$ cat src/rtl/instr_fetch_unit_if.sv
// Program-ROM / pipeline bus of the fetch stage.
//   master : fetch unit (drives rom_pc and the IF/ID outputs, samples ROM data and control)
//   slave  : ROM, hazard unit, execute stage, observers
// Signals:
//   rom_instr    ROM data for rom_pc (combinational)
//   stall        hold request from decode/hazard logic
//   redirect     taken branch/jump, flush and reload PC
//   redirect_pc  target PC when redirect is high
//   rom_pc       ROM address (current PC)
//   if_instr     IF/ID instruction register
//   if_pc        PC of the instruction in if_instr
//   if_valid     if_instr holds a live instruction
//   halted       fetch stopped on the halt encoding
//   fetch_count  instructions captured with if_valid set
interface instr_fetch_unit_if #(
    parameter int PC_W    = 8,
    parameter int INSTR_W = 9,
    parameter int CNT_W   = 16
);
    logic [INSTR_W-1:0] rom_instr;
    logic               stall;
    logic               redirect;
    logic [PC_W-1:0]    redirect_pc;
    logic [PC_W-1:0]    rom_pc;
    logic [INSTR_W-1:0] if_instr;
    logic [PC_W-1:0]    if_pc;
    logic               if_valid;
    logic               halted;
    logic [CNT_W-1:0]   fetch_count;

    modport master (
        input  rom_instr, stall, redirect, redirect_pc,
        output rom_pc, if_instr, if_pc, if_valid, halted, fetch_count
    );

    modport slave (
        output rom_instr, stall, redirect, redirect_pc,
        input  rom_pc, if_instr, if_pc, if_valid, halted, fetch_count
    );
endinterface

$ cat src/rtl/instr_fetch_unit.sv
// Fetch stage of the 9-bit pipelined CPU.
// Drives the PC to a combinational program ROM, captures the returned word
// into the IF/ID register, and handles stall, redirect (flush) and halt.
// Ports:
//   clk    system clock, rising edge
//   rst_n  asynchronous active-low reset
//   bus    instr_fetch_unit_if.master (ROM address/data, control, IF/ID outputs)
//
// state   | meaning
// --------+-------------------------------------------------------------
// ST_RUN  | fetching sequentially, one instruction per unstalled edge
// ST_HALT | halt word delivered; PC frozen, bubbles until a redirect
module instr_fetch_unit #(
    parameter int                 PC_W       = 8,
    parameter int                 INSTR_W    = 9,
    parameter logic [PC_W-1:0]    RESET_PC   = 8'd1,
    parameter logic [INSTR_W-1:0] HALT_INSTR = 9'b110111000,
    parameter int                 CNT_W      = 16
) (
    input  logic                  clk,
    input  logic                  rst_n,
    instr_fetch_unit_if.master    bus
);

    typedef enum logic {ST_RUN, ST_HALT} state_t;

    state_t             state_q, state_d;
    logic [PC_W-1:0]    pc_q, pc_d;
    logic [INSTR_W-1:0] if_instr_q, if_instr_d;
    logic [PC_W-1:0]    if_pc_q, if_pc_d;
    logic               if_valid_q, if_valid_d;
    logic [CNT_W-1:0]   cnt_q, cnt_d;
    logic               is_halt;

    assign is_halt = (bus.rom_instr == HALT_INSTR);

    // State register
    always_ff @(posedge clk or negedge rst_n) begin
        if (!rst_n) begin
            state_q <= ST_RUN;
        end else begin
            state_q <= state_d;
        end
    end

    // Next-state logic: redirect wins over stall, stall over halt/normal
    always_comb begin
        state_d = state_q;
        if (bus.redirect) begin
            state_d = ST_RUN;
        end else if (!bus.stall && state_q == ST_RUN && is_halt) begin
            state_d = ST_HALT;
        end
    end

    // Output logic
    always_comb begin
        bus.halted = (state_q == ST_HALT);
    end

    // Datapath next values
    always_comb begin
        pc_d       = pc_q;
        if_instr_d = if_instr_q;
        if_pc_d    = if_pc_q;
        if_valid_d = if_valid_q;
        cnt_d      = cnt_q;
        if (bus.redirect) begin
            // Flush the wrong-path word; if_instr/if_pc keep their old contents
            pc_d       = bus.redirect_pc;
            if_valid_d = 1'b0;
        end else if (bus.stall) begin
            // everything holds
        end else if (state_q == ST_HALT) begin
            if_valid_d = 1'b0;
        end else begin
            if_instr_d = bus.rom_instr;
            if_pc_d    = pc_q;
            if_valid_d = 1'b1;
            cnt_d      = cnt_q + CNT_W'(1);
            if (!is_halt) begin
                pc_d = pc_q + PC_W'(1);
            end
        end
    end

    always_ff @(posedge clk or negedge rst_n) begin
        if (!rst_n) begin
            pc_q       <= RESET_PC;
            if_instr_q <= '0;
            if_pc_q    <= '0;
            if_valid_q <= 1'b0;
            cnt_q      <= '0;
        end else begin
            pc_q       <= pc_d;
            if_instr_q <= if_instr_d;
            if_pc_q    <= if_pc_d;
            if_valid_q <= if_valid_d;
            cnt_q      <= cnt_d;
        end
    end

    // rom_pc comes straight from the PC register, so stall/redirect never
    // reach the ROM address combinationally.
    assign bus.rom_pc      = pc_q;
    assign bus.if_instr    = if_instr_q;
    assign bus.if_pc       = if_pc_q;
    assign bus.if_valid    = if_valid_q;
    assign bus.fetch_count = cnt_q;

endmodule

$ cat src/flat_wrapper.sv
// flat-port wrapper written by rule: the top's interface ports become plain ports
module instr_fetch_unit_flat 
#(
    parameter int                 PC_W       = 8,
    parameter int                 INSTR_W    = 9,
    parameter logic [PC_W-1:0]    RESET_PC   = 8'd1,
    parameter logic [INSTR_W-1:0] HALT_INSTR = 9'b110111000,
    parameter int                 CNT_W      = 16
)
  (clk, rst_n, bus_rom_instr, bus_stall, bus_redirect, bus_redirect_pc, bus_rom_pc, bus_if_instr, bus_if_pc, bus_if_valid, bus_halted, bus_fetch_count);
  instr_fetch_unit_if #(.PC_W(PC_W), .INSTR_W(INSTR_W), .CNT_W(CNT_W)) bus_i ();
  input  logic clk;
  input  logic rst_n;
  input wire logic [$bits(bus_i.rom_instr)-1:0] bus_rom_instr;
  input wire logic [$bits(bus_i.stall)-1:0] bus_stall;
  input wire logic [$bits(bus_i.redirect)-1:0] bus_redirect;
  input wire logic [$bits(bus_i.redirect_pc)-1:0] bus_redirect_pc;
  output wire logic [$bits(bus_i.rom_pc)-1:0] bus_rom_pc;
  output wire logic [$bits(bus_i.if_instr)-1:0] bus_if_instr;
  output wire logic [$bits(bus_i.if_pc)-1:0] bus_if_pc;
  output wire logic [$bits(bus_i.if_valid)-1:0] bus_if_valid;
  output wire logic [$bits(bus_i.halted)-1:0] bus_halted;
  output wire logic [$bits(bus_i.fetch_count)-1:0] bus_fetch_count;
  assign bus_i.rom_instr = bus_rom_instr;
  assign bus_i.stall = bus_stall;
  assign bus_i.redirect = bus_redirect;
  assign bus_i.redirect_pc = bus_redirect_pc;
  assign bus_rom_pc = bus_i.rom_pc;
  assign bus_if_instr = bus_i.if_instr;
  assign bus_if_pc = bus_i.if_pc;
  assign bus_if_valid = bus_i.if_valid;
  assign bus_halted = bus_i.halted;
  assign bus_fetch_count = bus_i.fetch_count;
  instr_fetch_unit #(.PC_W(PC_W), .INSTR_W(INSTR_W), .RESET_PC(RESET_PC), .HALT_INSTR(HALT_INSTR), .CNT_W(CNT_W)) u_core (.clk(clk), .rst_n(rst_n), .bus(bus_i));
endmodule
$ cat config.mk
export PLATFORM = sky130hd
export DESIGN_NAME = instr_fetch_unit_flat
export DESIGN_NICKNAME = d
export VERILOG_FILES = /design/src/rtl/instr_fetch_unit_if.sv /design/src/rtl/instr_fetch_unit.sv /design/src/flat_wrapper.sv
export SDC_FILE = /design/constraint.sdc
export NUM_CORES = 1
export LEC_CHECK = 0
export BUFFER_PORTS_ARGS = -buffer_cell sky130_fd_sc_hd__buf_2
export CAP_MARGIN = 20
export CORE_MARGIN = 4
export CORE_UTILIZATION = 49
export DETAILED_ROUTE_END_ITERATION = 16
export HOLD_SLACK_MARGIN = 0.03
export PLACE_DENSITY_LB_ADDON = 0.3
export SYNTH_ARGS = -nofsm -noshare
export SYNTH_HDL_FRONTEND = slang
export SYNTH_SLANG_ARGS = --single-unit
$ cat constraint.sdc
create_clock -name clk -period 2.4 [get_ports clk]
set_clock_uncertainty 0.15 [all_clocks]
set_input_delay 0.36 -clock clk [delete_from_list [all_inputs] [get_ports clk]]
set_output_delay 0.36 -clock clk [all_outputs]
set_load 0.02 [all_outputs]
==> results.yml <==
status:
  outcome: "finished clean"
grt:
  antenna_found_initial: 0
  grtUsageTotal: 0.167
  grt-ovfl-total: 0
  grt_max_degree: 44
  grt_pass1_wl_microns: 6580
  grt_pass1_vias: 1360
cts:
  cts_resized: 0
  path_clk_slew_ns: 0.08
  cts_num_sinks: 43
  post_cts_buffers: 0
  root_buffer: "clkbuf_8"
  clock_latency_ns: 0.29
  cts_buffers: 5
  cts-hold-fix-buffers: 1
  cts_tree: "built"
  cts-htree-levels: 2
  ctsLongestPathBuffers: 2
synthesis:
  ys_types: 32
  yosysWarnings: 0
  netlist_instances: 155
  synth_area_sq_um: 1880
  ys_ff_latch: 43
  syn_nets: 178
  avgSynthCellArea_sq_um: 12.1
  yosysSeqAreaShare: 0.574
sta:
  hold_viol: 0
  slew_headroom: 0.642
  rsz0062_at_grt: "false"
  worstMarginPinSlew_ns: 0.536
  period_needed_ns: 1.89
  finalMaxSlewViolations: 0
  fin_ws_ns: 0.513
  finalSetupTns_ns: 0
  clock.fmax_mhz: 530
  setup_viol: 0
  fin_crit_sh: 0.786
power_and_ir_drop:
  power.leakage_nw: 1.18
  vdd_drop_max_v: 0.000478
  powerDensity_nw_per_um2: 838
drt:
  wire_per_inst_microns: 13.9
  wl_met1_microns: 1720
  first_iter_violations: 73
  top_layer_used: "met4"
  drt_wl_total_microns: 3840
  postRouteAntennaNets: 0
  drc_errors: 0
  route.met3.wl_microns: 298
  drt-pass1-iter-count: 4
  routed-via-count: 1434
  dr_wl_met2_microns: 1810
  vias_per_cell: 5.20
job:
  maxCapViolations: 0
placement:
  place_ws_ns: 0.519
  port_buffers: 63
  dpl.hpwl_microns: 2820
  gp_congestion: 0.778
cells_and_area:
  seq_area_sq_um: 1080
  areaGrowthSynthToFinish_pct: 27.9
  final_common_cell: "buf_2"
  final_nets: 250
  final_cell_mix: "buf_2 (63), dfrtp_1 (42), mux2_2 (18)"
  final_layout_size_suffix_gt1_frac: 0.430
  n_fill_cell: 327
  diodes: 0
  multi_input_area_sq_um: 772
worst_setup_path:
  critPathRequiredTime_ns: 2.46
  end_kind: "register"
  reg2reg_to: "u_core.bus.rom_pc[7]"
  rr_worst_depth: 4
  timing.rr.start: "u_core.bus.rom_pc[0]"
  regToRegSetupSlack_ns: 0.51
  start_kind: "register"
  cp_data_arrival_time_ns: 1.95
  crit_type: "register to register"
  path_max_fanout: 5
hold_path:
  worstHoldStart: "bus_redirect_pc[2]"
  hold_path_depth: 3
  min_to: "u_core.bus.rom_pc[2]"
  hold_class: "input port to register"
floorplan:
  core_area_sq_um: 3690
  fp.dieW_microns: 69.9
  die-height_microns: 69.9
  die_area_sq_um: 4880
  ios: 64
  fp-row-count: 22
  start_util: 0.509
[routing by layer]
| metal | global-route usage | vias up |
|---|---|---|
| met5 | 0 | - |
| met4 | 0.0447 | 0 |
| met3 | 0.0489 | 2 |
| met2 | 0.255 | 51 |
| met1 | 0.232 | 679 |
| li1 | - | 702 |
[critical path: stages, from the launching register on]
cell	delay, ns
dfstp_2	0.60
nand3_2	0.12
or3_1	0.38
or4_1	0.40
a31oi_1	0.17
[registers in the layout (all words and copies together) (netlist names)]
register and count:
u_core.bus.fetch_count 16, u_core.bus.if_instr 9, u_core.bus.if_pc 8, u_core.bus.rom_pc 8, u_core.bus.halted 1, u_core.bus.if_valid 1
[power by group]
part	switching [W]	total (W)	internal [W]
Combinational	0.000290	0.000496	0.000206
Sequential	0.000106	0.000947	0.000841
Clock	0.000233	0.000569	0.000337
Total	0.000629	0.00201	0.00138
[cell type report]
type / instances / share of cell area
Inverter: 3 / 0.00469
Clock buffer: 6 / 0.0344
Sequential cell: 43 / 0.449
Tap cell: 48 / 0.0250
Clock inverter: 2 / 0.0146
Timing Repair Buffer: 69 / 0.151
Multi-Input combinational cell: 105 / 0.322
[Yosys cell counts (all sizes together)]
library cell,number,area (sq um)
o311ai,1,8.76
nand2,11,41.3
dfrtp,42,1050
and4,3,26.3
dfstp,1,26.3
and2,1,6.26
o31ai,3,22.5
nor4,2,12.5
clkbuf,1,3.75
nand3,6,35.0
xor2,6,52.6
a21oi,2,10.0
inv,2,7.51
mux2,18,203
nor4b,1,8.76
o21ai,5,25.0
buf,3,17.5
nand4b,1,8.76
ha,2,25.0
or4,2,15.0
nor3,1,5.00
a31oi,4,25.0
or3,4,26.3
clkinv,1,3.75
xnor2,11,96.3
mux2i,2,20.0
nor2,10,37.5
nand4,3,18.8
and3,6,37.5
[worst max path at each step]
stage | from | to | cells after the start
2_1_floorplan | u_core.bus.rom_pc[0] | u_core.bus.rom_pc[7] | 4
3_3_place_gp | u_core.bus.rom_pc[0] | u_core.bus.rom_pc[7] | 4
3_5_place_dp | bus_rom_instr[1] | u_core.bus.rom_pc[5] | 6
4_1_cts | u_core.bus.rom_pc[0] | u_core.bus.rom_pc[7] | 4
5_1_grt | u_core.bus.rom_pc[0] | u_core.bus.rom_pc[7] | 4
6_report | u_core.bus.rom_pc[0] | u_core.bus.rom_pc[7] | 4
[through the flow]
| stage | util | std cells | instance area, sq um | hold slack, ns | power, W |
|---|---|---|---|---|---|
| 2_1_floorplan | - | 155 | 1880 | -0.0856 | 0.00125 |
| 3_3_place_gp | 0.616 | 267 | 2270 | 0.305 | 0.00145 |
| 3_5_place_dp | 0.616 | 267 | 2270 | 0.310 | 0.00146 |
| 4_1_cts | 0.651 | 276 | 2400 | 0.137 | 0.00204 |
| 5_1_grt | 0.651 | 276 | 2400 | 0.155 | 0.00213 |
| 6_report | 0.651 | 276 | 2400 | 0.146 | 0.00201 |
[kinds of logic (layout without fill, tap and decap cells)]
family | after synthesis | after routing | share of synthesized area
buffers and inverters | 7 | 80 | 0.0173
XOR/XNOR | 17 | 17 | 0.0793
multiplexers | 20 | 20 | 0.119
AND/OR/NAND/NOR | 51 | 51 | 0.149
adder cells (fa/ha/maj) | 2 | 2 | 0.0133
flip-flops | 43 | 43 | 0.574
AO/OA/AOI/OAI | 15 | 15 | 0.0487
No activity file was read; power rests on OpenSTA's default activity.
